==> config.mk <==
export PLATFORM = sky130hd
export DESIGN_NAME = rom_code_verifier
export DESIGN_NICKNAME = d
export VERILOG_FILES = /design/src/rtl/rom_code_verifier.sv
export SDC_FILE = /design/constraint.sdc
export NUM_CORES = 1
export LEC_CHECK = 0
export CELL_PAD_IN_SITES_DETAIL_PLACEMENT = 0
export CELL_PAD_IN_SITES_GLOBAL_PLACEMENT = 1
export CORE_MARGIN = 2
export CORE_UTILIZATION = 26
export CTS_CLUSTER_SIZE = 24
export DETAILED_ROUTE_END_ITERATION = 8
export MAX_ROUTING_LAYER = met4
export PLACE_DENSITY = 0.68
export SYNTH_ARGS = -nofsm -noshare
export SYNTH_HDL_FRONTEND = slang
export SYNTH_SLANG_ARGS = --single-unit
export TNS_END_PERCENT = 100
==> constraint.sdc <==
create_clock -name clk_i -period 1.5 [get_ports clk_i]
set_input_delay 0.3 -clock clk_i [delete_from_list [all_inputs] [get_ports clk_i]]
set_output_delay 0.3 -clock clk_i [all_outputs]
set_load 0.01 [all_outputs]
==> src/rtl/rom_code_verifier.sv <==
// rom_code_verifier
// Reads the stored access code from a synchronous code ROM (one-cycle read
// latency) and compares it nibble by nibble against digits from the keypad
// front end. The block produces a one-cycle match or mismatch verdict.
// Every attempt consumes all CODE_LEN digits, so the verdict timing does not
// reveal where the first wrong digit was.
//
// Optional feature: define LOCKOUT_EN to build the consecutive-failure counter.
// When the counter reaches MAX_TRIES, locked_o is set and stays set until rst_i.
// Without LOCKOUT_EN, locked_o is tied low and the number of attempts is unlimited.

module rom_code_verifier #(
  parameter int CODE_LEN  = 5,
  parameter int ADDR_W    = 4,
  parameter int DATA_W    = 4,
  parameter int MAX_TRIES = 3
) (
  input  logic              clk_i,
  input  logic              rst_i,
  input  logic              start_i,
  input  logic [DATA_W-1:0] digit_in_i,
  input  logic              digit_valid_i,
  output logic              digit_ready_o,
  output logic [ADDR_W-1:0] rom_addr_o,
  input  logic [DATA_W-1:0] rom_data_i,
  output logic              busy_o,
  output logic              match_o,
  output logic              mismatch_o,
  output logic              locked_o
);

  typedef enum logic [1:0] {
    ST_IDLE  = 2'd0,
    ST_FETCH = 2'd1,
    ST_WAIT  = 2'd2,
    ST_DONE  = 2'd3
  } state_e;

  localparam logic [ADDR_W-1:0] LAST_IDX = ADDR_W'(CODE_LEN - 1);

  state_e            state_q;
  logic [ADDR_W-1:0] idx_q;
  logic [ADDR_W-1:0] rom_addr_q;
  logic              err_q;
  logic              busy_q;
  logic              ready_q;
  logic              match_q;
  logic              mismatch_q;

  logic              err_d;
  logic              locked_s;
  logic              start_ok_s;

  // Running error flag including the digit currently presented.
  assign err_d      = err_q | (digit_in_i != rom_data_i);
  assign start_ok_s = start_i & ~locked_s;

  // Attempt sequencer: walks ROM addresses and registers all block outputs.
  always_ff @(posedge clk_i) begin
    if (rst_i) begin
      state_q    <= ST_IDLE;
      idx_q      <= '0;
      rom_addr_q <= '0;
      err_q      <= 1'b0;
      busy_q     <= 1'b0;
      ready_q    <= 1'b0;
      match_q    <= 1'b0;
      mismatch_q <= 1'b0;
    end else begin
      match_q    <= 1'b0;
      mismatch_q <= 1'b0;
      case (state_q)
        ST_IDLE: begin
          if (start_ok_s) begin
            idx_q      <= '0;
            rom_addr_q <= '0;
            err_q      <= 1'b0;
            busy_q     <= 1'b1;
            state_q    <= ST_FETCH;
          end
        end
        ST_FETCH: begin
          // The ROM registers rom[idx] at the end of this cycle.
          ready_q <= 1'b1;
          state_q <= ST_WAIT;
        end
        ST_WAIT: begin
          if (digit_valid_i) begin
            err_q   <= err_d;
            ready_q <= 1'b0;
            if (idx_q == LAST_IDX) begin
              match_q    <= ~err_d;
              mismatch_q <= err_d;
              state_q    <= ST_DONE;
            end else begin
              idx_q      <= idx_q + ADDR_W'(1);
              rom_addr_q <= idx_q + ADDR_W'(1);
              state_q    <= ST_FETCH;
            end
          end
        end
        ST_DONE: begin
          busy_q  <= 1'b0;
          state_q <= ST_IDLE;
        end
        default: begin
          busy_q  <= 1'b0;
          ready_q <= 1'b0;
          state_q <= ST_IDLE;
        end
      endcase
    end
  end

`ifdef LOCKOUT_EN
  localparam int CNT_W = (MAX_TRIES < 2) ? 1 : $clog2(MAX_TRIES + 1);

  logic [CNT_W-1:0] fail_cnt_q;
  logic             locked_q;

  // Saturating count of consecutive failures; latch lockout at MAX_TRIES.
  always_ff @(posedge clk_i) begin
    if (rst_i) begin
      fail_cnt_q <= '0;
      locked_q   <= 1'b0;
    end else if (state_q == ST_DONE) begin
      if (err_q) begin
        if (fail_cnt_q < CNT_W'(MAX_TRIES)) begin
          fail_cnt_q <= fail_cnt_q + CNT_W'(1);
        end
        if (fail_cnt_q >= CNT_W'(MAX_TRIES - 1)) begin
          locked_q <= 1'b1;
        end
      end else begin
        fail_cnt_q <= '0;
      end
    end
  end

  assign locked_s = locked_q;
`else
  logic unused_tries_s;
  assign unused_tries_s = (MAX_TRIES == 0);
  assign locked_s       = 1'b0;
`endif

  assign digit_ready_o = ready_q;
  assign rom_addr_o    = rom_addr_q;
  assign busy_o        = busy_q;
  assign match_o       = match_q;
  assign mismatch_o    = mismatch_q;
  assign locked_o      = locked_s;

endmodule
==> results.ini, run 1 <==
[synthesis]
post_synth_inst_count = 67
yosysMostFrequentCell = dfxtp_1
synth_edf_count = 0
synthTopCellsByCount = dfxtp_1, a21oi_1, inv_1
async_flop_share = 0
synth_top_area_frac = 0.398
synth_nets = 81
synth_ff_type = dfxtp_1
synth_area_um2 = 553
synth_area_leaders = dfxtp_1, a21oi_1, xnor2_1
synth.distinct_cells = 27
ys_warn_count = 0
yosysTopAreaCell = dfxtp_1
ys_seq_area_frac = 0.398
synth-seq-cells = 11
syn_avg_cell_area_um2 = 8.25

[clock_tree]
htree_levels = 1
clockBufferDepth = 2
tritoncts = built
insertion_delay_ns = 0.27
cts_buffers = 3
cts-root-buf = clkbuf_4
hold_buffers = 0
cts.reportedPaths.clkPinSlew_ns = 0.07
clock-sinks = 11
post_cts.repair.setup_buffers = 0

[setup_path]
crit_path_max_incr_delay_ns = 0.52
cp_max_fo = 1
cp_num_buf_inv = 1
arrival_ns = 1.10
cp_data_required_time_ns = 1.20
startpoint_type = register
slowest_stage = clkdlybuf4s50_1
critPathTopFamily = buffers and inverters
worst-setup-path-type = register to output pin
crit_chain = clkdlybuf4s50_1
cp-end-kind = output pin

[drt]
wl_um = 1170
dr_total_vias = 525
drtIter0Drc = 1
wire_per_inst_um = 9.40
first_pass_iters = 3
drc = 0
ant_nets = 0
viasPerCell = 4.23

[placed_design]
place_inst = 120
dpl_cell_area_um2 = 833
io_buffers = 19
place.gp.congestion = 0.781
dp_hpwl_um = 931

[min_path]
hp-class = register to register

[layout]
multi_input_area_um2 = 303
final_cells = 124
nNetsFinal = 112
fillers = 195
drive_above_1_share = 0.165
area.growth.synth_to_final_pct = 57.7
n_antenna_cell = 0
final_util = 0.440
seqCellArea_um2 = 225
final_area_um2 = 872

[sta]
hold_viol = 0
slew_violations = 0
max_freq_mhz = 717
rsz0062_at_grt = false
period_share = 0.930
skew_ns = 0.00101
period_minus_slack_ns = 1.40
finalSetupViolCount = 0

[power]
p_sw_mw = 0.156
internal-power_mw = 0.479
ir_drop_mv = 0.485
p_clk_frac = 0.318
combPwrFrac = 0.197
sw_frac_of_total = 0.246
power.total_mw = 0.635
p_leak_nw = 0.415
power_density_nw_per_um2 = 728
p_seq_frac = 0.485

[floorplanning]
rows = 16
die_h_um = 50.1
floorplan.die_area_um2 = 2510
core_um2 = 1980
initial_core_util = 0.279
io_pins = 21
fp.dieW_um = 50.1

[grt]
globalRouteTotalUtil = 0.104
grt_max_degree = 8
grt_pass1_vias = 477
grt_pass1_wl_um = 1940
antenna_found_initial = 0
gr-total-overflow = 0

[flow_run]
cap_viol_max_count = 0

[status]
status = completed

-- kinds of logic after synthesis --
| group | share of synthesized area |
|---|---|
| DFF | 0.398 |
| adders and majority gates | 0.0452 |
| AOI/OAI and AO/OA | 0.161 |
| muxes | 0.0181 |
| buffers and inverters | 0.0543 |
| other | 0.00678 |
| and+or+nand+nor | 0.253 |
| xor gates and xnor gates | 0.0634 |
-- power groups by stage --
stage / Clock [mW] / Combinational, mW / Sequential, mW
after floorplan: 0 / 0.0539 / 0.322
after global placement: 0 / 0.128 / 0.317
after detailed placement: 0 / 0.129 / 0.317
final: 0.202 / 0.125 / 0.308
after CTS: 0.212 / 0.128 / 0.310
after global routing: 0.227 / 0.138 / 0.309
-- per-layer routing --
metal,part of all wire,track usage,routed length [µm]
met2,0.46,0.164,542
met3,0.069,0.0455,81
met4,0.0077,0.0278,9
met1,0.46,0.118,534
met5,0,-,0
-- registers in the layout, summed over array words and instances (netlist names) --
register / count
rom_addr_o: 4
mismatch_o: 1
err_q: 1
state_q: 2
digit_ready_o: 1
busy_o: 1
match_o: 1
-- cell usage in the layout, fill, tap and decap left out, types with 2 or more instances in the layout --
| master | instances |
|---|---|
| dlymetal6s2s_1 | 4 |
| inv_1 | 5 |
| clkbuf_4 | 3 |
| nor3_1 | 4 |
| o21ai_0 | 3 |
| and2_1 | 2 |
| nand3_1 | 4 |
| ha_1 | 2 |
| dfxtp_1 | 9 |
| nand2_1 | 3 |
| dlygate4sd2_1 | 2 |
| buf_4 | 9 |
| a21oi_1 | 7 |
| nor2_1 | 4 |
| nor2b_1 | 3 |
| a211oi_1 | 2 |
| clkdlybuf4s50_1 | 13 |
| xnor2_1 | 3 |
-- stage by stage --
stage                     hold WS (ns)  worst slack (ns)  TNS, ns
after floorplan                  0.473            0.0317        0
after global placement           0.498           -0.0667   -0.189
after detailed placement         0.489            -0.117   -0.297
after CTS                        0.501            0.0143        0
after global routing             0.537            0.0105        0
final                            0.492             0.105        0
-- worst paths after layout --
path / from / endpoint / slack (ns) / depth (start not counted)
min: rom_addr_o[3]$_SDFFE_PP0P_ / rom_addr_o[3]$_SDFFE_PP0P_ / 0.49 / 2
max reg2reg: rom_addr_o[1]$_SDFFE_PP0P_ / rom_addr_o[3]$_SDFFE_PP0P_ / 0.17 / 6
min reg2reg: rom_addr_o[3]$_SDFFE_PP0P_ / rom_addr_o[3]$_SDFFE_PP0P_ / 0.49 / 2
max: match_o$_SDFF_PP0_ / match_o / 0.10 / 1
-- repair_timing --
action                     CTS  global route
gates cloned                 0             0
setup endpoints to repair    3             5
gates resized for setup      3             6
pin swaps                    0             0
-- final cells by class --
type | instances | area share
sequential | 11 | 0.258
timing repair buffer | 28 | 0.304
multi-input combinational | 49 | 0.347
inverter | 5 | 0.0215
clock buffer | 4 | 0.0301
tap | 27 | 0.0387
(Power assumes the default switching activity.)
==> inputs of run 2 (changes only) <==
--- a/config.mk
+++ b/config.mk
@@ -7,7 +7,7 @@
 export LEC_CHECK = 0
 export CELL_PAD_IN_SITES_DETAIL_PLACEMENT = 0
 export CELL_PAD_IN_SITES_GLOBAL_PLACEMENT = 1
-export CORE_MARGIN = 2
+export CORE_MARGIN = 8
 export CORE_UTILIZATION = 26
 export CTS_CLUSTER_SIZE = 24
 export DETAILED_ROUTE_END_ITERATION = 8
==> results.ini, run 2 (synthesized netlist as in run 1, its figures left out) <==
[power]
ir_drop_mv = 0.383
p_leak_nw = 0.400
power.total_mw = 0.640
power_density_nw_per_um2 = 741

[drt]
viasPerCell = 4.44
ant_nets = 0
wire_per_inst_um = 11.6
dr_total_vias = 551
drc = 0
wl_um = 1440
drtIter0Drc = 9
first_pass_iters = 4

[setup_path]
slowest_stage = clkdlybuf4s50_1
worst-setup-path-type = register to output pin
rr_worst_depth = 6
cp_num_buf_inv = 1
cp_max_fo = 1
crit_path_max_incr_delay_ns = 0.53
arrival_ns = 1.10
cp_data_required_time_ns = 1.20
cp-end-kind = output pin
r2r_setup_slack_ns = 0.10
startpoint_type = register
crit_chain = clkdlybuf4s50_1
r2r-end = rom_addr_o[3]$_SDFFE_PP0P_
critPathTopFamily = buffers and inverters
reg2reg_from = rom_addr_o[1]$_SDFFE_PP0P_

[sta]
finalSetupViolCount = 0
layout_setup_ws_ns = 0.101
slew_violations = 0
skew_ns = 0.00346
max_freq_mhz = 715
hold_slack_ns = 0.493
period_minus_slack_ns = 1.40
period_share = 0.933
rsz0062_at_grt = false
fin_tns_setup_ns = 0
hold_viol = 0

[grt]
grt_max_degree = 8
globalRouteTotalUtil = 0.0782
antenna_found_initial = 0
gr-total-overflow = 0
grt_pass1_wl_um = 2380
grt_pass1_vias = 527

[layout]
final_area_um2 = 863
layout_common_cells = clkdlybuf4s50_1, dfxtp_1, buf_4
area.growth.synth_to_final_pct = 56.1
multi_input_area_um2 = 303
final_common_cell = clkdlybuf4s50_1
seqCellArea_um2 = 220
nNetsFinal = 112
n_antenna_cell = 0
drive_above_1_share = 0.144
largest_register_ffs = 4
fillers = 211
final_cells = 124
final_util = 0.436

[floorplanning]
core_um2 = 1980
io_pins = 21
fp.dieW_um = 62.1
floorplan.die_area_um2 = 3860
die_h_um = 62.1
initial_core_util = 0.279
rows = 16

[clock_tree]
post_cts.repair.setup_buffers = 0
htree_levels = 1
cts_buffers = 3
postCtsResizedCells = 3
cts.reportedPaths.clkPinSlew_ns = 0.07
tritoncts = built
cts-root-buf = clkbuf_4
clock-sinks = 11
hold_buffers = 0
insertion_delay_ns = 0.27
clockBufferDepth = 2

[min_path]
hold_path_end = rom_addr_o[3]$_SDFFE_PP0P_
whs_path_depth = 2
hp-class = register to register
hp-start = rom_addr_o[3]$_SDFFE_PP0P_

[placed_design]
place_inst = 120
pre_cts_slack_ns = -0.0904
place.gp.congestion = 0.746
dpl_cell_area_um2 = 833
dp_hpwl_um = 1150
io_buffers = 19

[status]
status = completed

[flow_run]
cap_viol_max_count = 0

[run 2: cell count changes in the layout (fill, tap and decap cells not counted), sizes merged]
cell and change:
dlygate4sd2 +1, dlymetal6s2s -1
[run 2: worst max-delay path by stage]
stage / startpoint / end / slack [ns] / cells after the start
final: mismatch_o$_SDFF_PP0_ / mismatch_o / 0.10 / 1
after global routing: rom_addr_o[1]$_SDFFE_PP0P_ / rom_addr_o[3]$_SDFFE_PP0P_ / 0.02 / 6
after CTS: digit_ready_o$_SDFFE_PP0P_ / digit_ready_o / 0.002 / 1
after detailed placement: digit_valid_i / rom_addr_o[1]$_SDFFE_PP0P_ / -0.09 / 5
after global placement: digit_valid_i / rom_addr_o[3]$_SDFFE_PP0P_ / -0.07 / 5
after floorplan: rom_addr_o[0]$_SDFFE_PP0P_ / rom_addr_o[3]$_SDFFE_PP0P_ / 0.03 / 6
[run 2: final cells by class]
cell class / instances / share of cell area
Clock buffer: 4 / 0.0304
Timing Repair Buffer: 28 / 0.303
Multi-Input combinational cell: 49 / 0.351
Sequential cell: 11 / 0.255
Inverter: 5 / 0.0217
Tap cell: 27 / 0.0391
[run 2: metal layers]
layer  vias to the layer above  global-route usage  share of wire
li1                        288                   -              -
met3                         5              0.0412          0.051
met2                        11               0.123           0.47
met5                         -                   -              0
met4                         0              0.0350          0.015
met1                       247              0.0792           0.46
[run 2: report_power, final]
part	internal [mW]	switching, mW	leakage [nW]
Sequential	0.303	0.00787	0.0895
Clock	0.103	0.0978	0.0150
Combinational	0.0753	0.0527	0.295
Total	0.481	0.158	0.400
==> inputs of run 3 (changes only) <==
--- a/config.mk
+++ b/config.mk
@@ -5,12 +5,13 @@
 export SDC_FILE = /design/constraint.sdc
 export NUM_CORES = 1
 export LEC_CHECK = 0
+export CAP_MARGIN = 20
 export CELL_PAD_IN_SITES_DETAIL_PLACEMENT = 0
 export CELL_PAD_IN_SITES_GLOBAL_PLACEMENT = 1
-export CORE_MARGIN = 8
 export CORE_UTILIZATION = 26
 export CTS_CLUSTER_SIZE = 24
 export DETAILED_ROUTE_END_ITERATION = 8
+export GPL_ROUTABILITY_DRIVEN = 0
 export MAX_ROUTING_LAYER = met4
 export PLACE_DENSITY = 0.68
 export SYNTH_ARGS = -nofsm -noshare
==> results.ini, run 3 (synthesized netlist as in run 1, its figures left out) <==
[status]
status = completed

[min_path]
hp-start = rom_addr_o[3]$_SDFFE_PP0P_
hold_path_end = rom_addr_o[3]$_SDFFE_PP0P_
hp-class = register to register
whs_path_depth = 2

[placed_design]
dp_hpwl_um = 940
dpl_cell_area_um2 = 826
io_buffers = 19
place_inst = 119

[clock_tree]
cts-root-buf = clkbuf_4
clock-sinks = 11
tritoncts = built
clockBufferDepth = 2
cts_buffers = 3
hold_buffers = 0
htree_levels = 1
post_cts.repair.setup_buffers = 0
cts.reportedPaths.clkPinSlew_ns = 0.07
insertion_delay_ns = 0.26

[layout]
final_cells = 123
nNetsFinal = 111
seqCellArea_um2 = 221
layout_common_cells = clkdlybuf4s50_1, dfxtp_1, buf_4
drive_above_1_share = 0.146
n_antenna_cell = 0
multi_input_area_um2 = 303
largest_register_ffs = 4
final_area_um2 = 861
area.growth.synth_to_final_pct = 55.7
final_common_cell = clkdlybuf4s50_1
final_util = 0.434
fillers = 212

[power]
p_leak_nw = 0.409
ir_drop_mv = 0.466
power_density_nw_per_um2 = 734

[floorplanning]
fp.dieW_um = 48.1
io_pins = 21
die_h_um = 48.1
floorplan.die_area_um2 = 2320
initial_core_util = 0.279
core_um2 = 1980
rows = 16

[sta]
rsz0062_at_grt = false
hold_viol = 0
period_minus_slack_ns = 1.40
fin_tns_setup_ns = 0
slew_violations = 0
max_freq_mhz = 714
skew_ns = 0.00277
period_share = 0.934
hold_slack_ns = 0.494
finalSetupViolCount = 0

[setup_path]
worst-setup-path-type = register to output pin
r2r_setup_slack_ns = 0.13
reg2reg_from = state_q[1]$_SDFFE_PP0P_
cp_max_fo = 1
cp-end-kind = output pin
cp_data_required_time_ns = 1.20
slowest_stage = clkdlybuf4s50_1
startpoint_type = register
r2r-end = rom_addr_o[3]$_SDFFE_PP0P_
crit_path_max_incr_delay_ns = 0.53
arrival_ns = 1.10
rr_worst_depth = 4
cp_num_buf_inv = 1
critPathTopFamily = buffers and inverters
crit_chain = clkdlybuf4s50_1

[flow_run]
cap_viol_max_count = 0

[drt]
viasPerCell = 4.36
wire_per_inst_um = 9.59
ant_nets = 0
drtIter0Drc = 1
first_pass_iters = 3
drc = 0
wl_um = 1180
dr_total_vias = 536

[grt]
antenna_found_initial = 0
grt_max_degree = 9
gr-total-overflow = 0
globalRouteTotalUtil = 0.118
grt_pass1_vias = 422
grt_pass1_wl_um = 1770

-- run 3: changes by cell type in the layout (fill, tap and decap cells not counted), sizes merged --
cell | previous run | this run
dlygate4sd2 | 3 | 2
dlymetal6s2s | 3 | 4
buf | 9 | 8
-- run 3: cell type report --
| cell class | count | area share |
|---|---|---|
| Inverter | 5 | 0.0218 |
| Timing Repair Buffer | 27 | 0.299 |
| Tap cell | 27 | 0.0392 |
| Clock buffer | 4 | 0.0305 |
| Multi-Input combinational cell | 49 | 0.352 |
| Sequential cell | 11 | 0.257 |
-- run 3: power breakdown --
part	internal, mW	switching [mW]	total [mW]
Combinational	0.0726	0.0505	0.123
Clock	0.103	0.0947	0.197
Sequential	0.303	0.00862	0.311
Total	0.478	0.154	0.632
-- run 3: worst max-delay path by stage --
stage / startpoint / end / cells after the start
finish: match_o$_SDFF_PP0_ / match_o / 1
detailed placement: start_i / rom_addr_o[1]$_SDFFE_PP0P_ / 5
global placement: start_i / rom_addr_o[0]$_SDFFE_PP0P_ / 5
global route: match_o$_SDFF_PP0_ / match_o / 1
floorplan: rom_addr_o[0]$_SDFFE_PP0P_ / rom_addr_o[3]$_SDFFE_PP0P_ / 6
CTS: rom_addr_o[2]$_SDFFE_PP0P_ / rom_addr_o[2] / 1
-- run 3: per-stage QoR --
| step | setup slack, ns | total power, mW |
|---|---|---|
| global route | 0.0440 | 0.674 |
| detailed placement | -0.129 | 0.444 |
| floorplan | 0.0317 | 0.376 |
| finish | 0.0986 | 0.632 |
| global placement | -0.0969 | 0.443 |
| CTS | 0.0131 | 0.646 |
-- run 3: what timing repair did --
action / in CTS / in global routing
endpoints found under the setup margin: 3 / 4
resized for setup: 3 / 4
gates cloned: 0 / 0
-- run 3: layer usage --
metal  wire length (µm)  global-route usage  up-vias
met5                  0                   -        -
met4                  8              0.0500        0
met3                 44              0.0444        2
met2                544               0.151        7
met1                583               0.162      242
li1                   -                   -      285
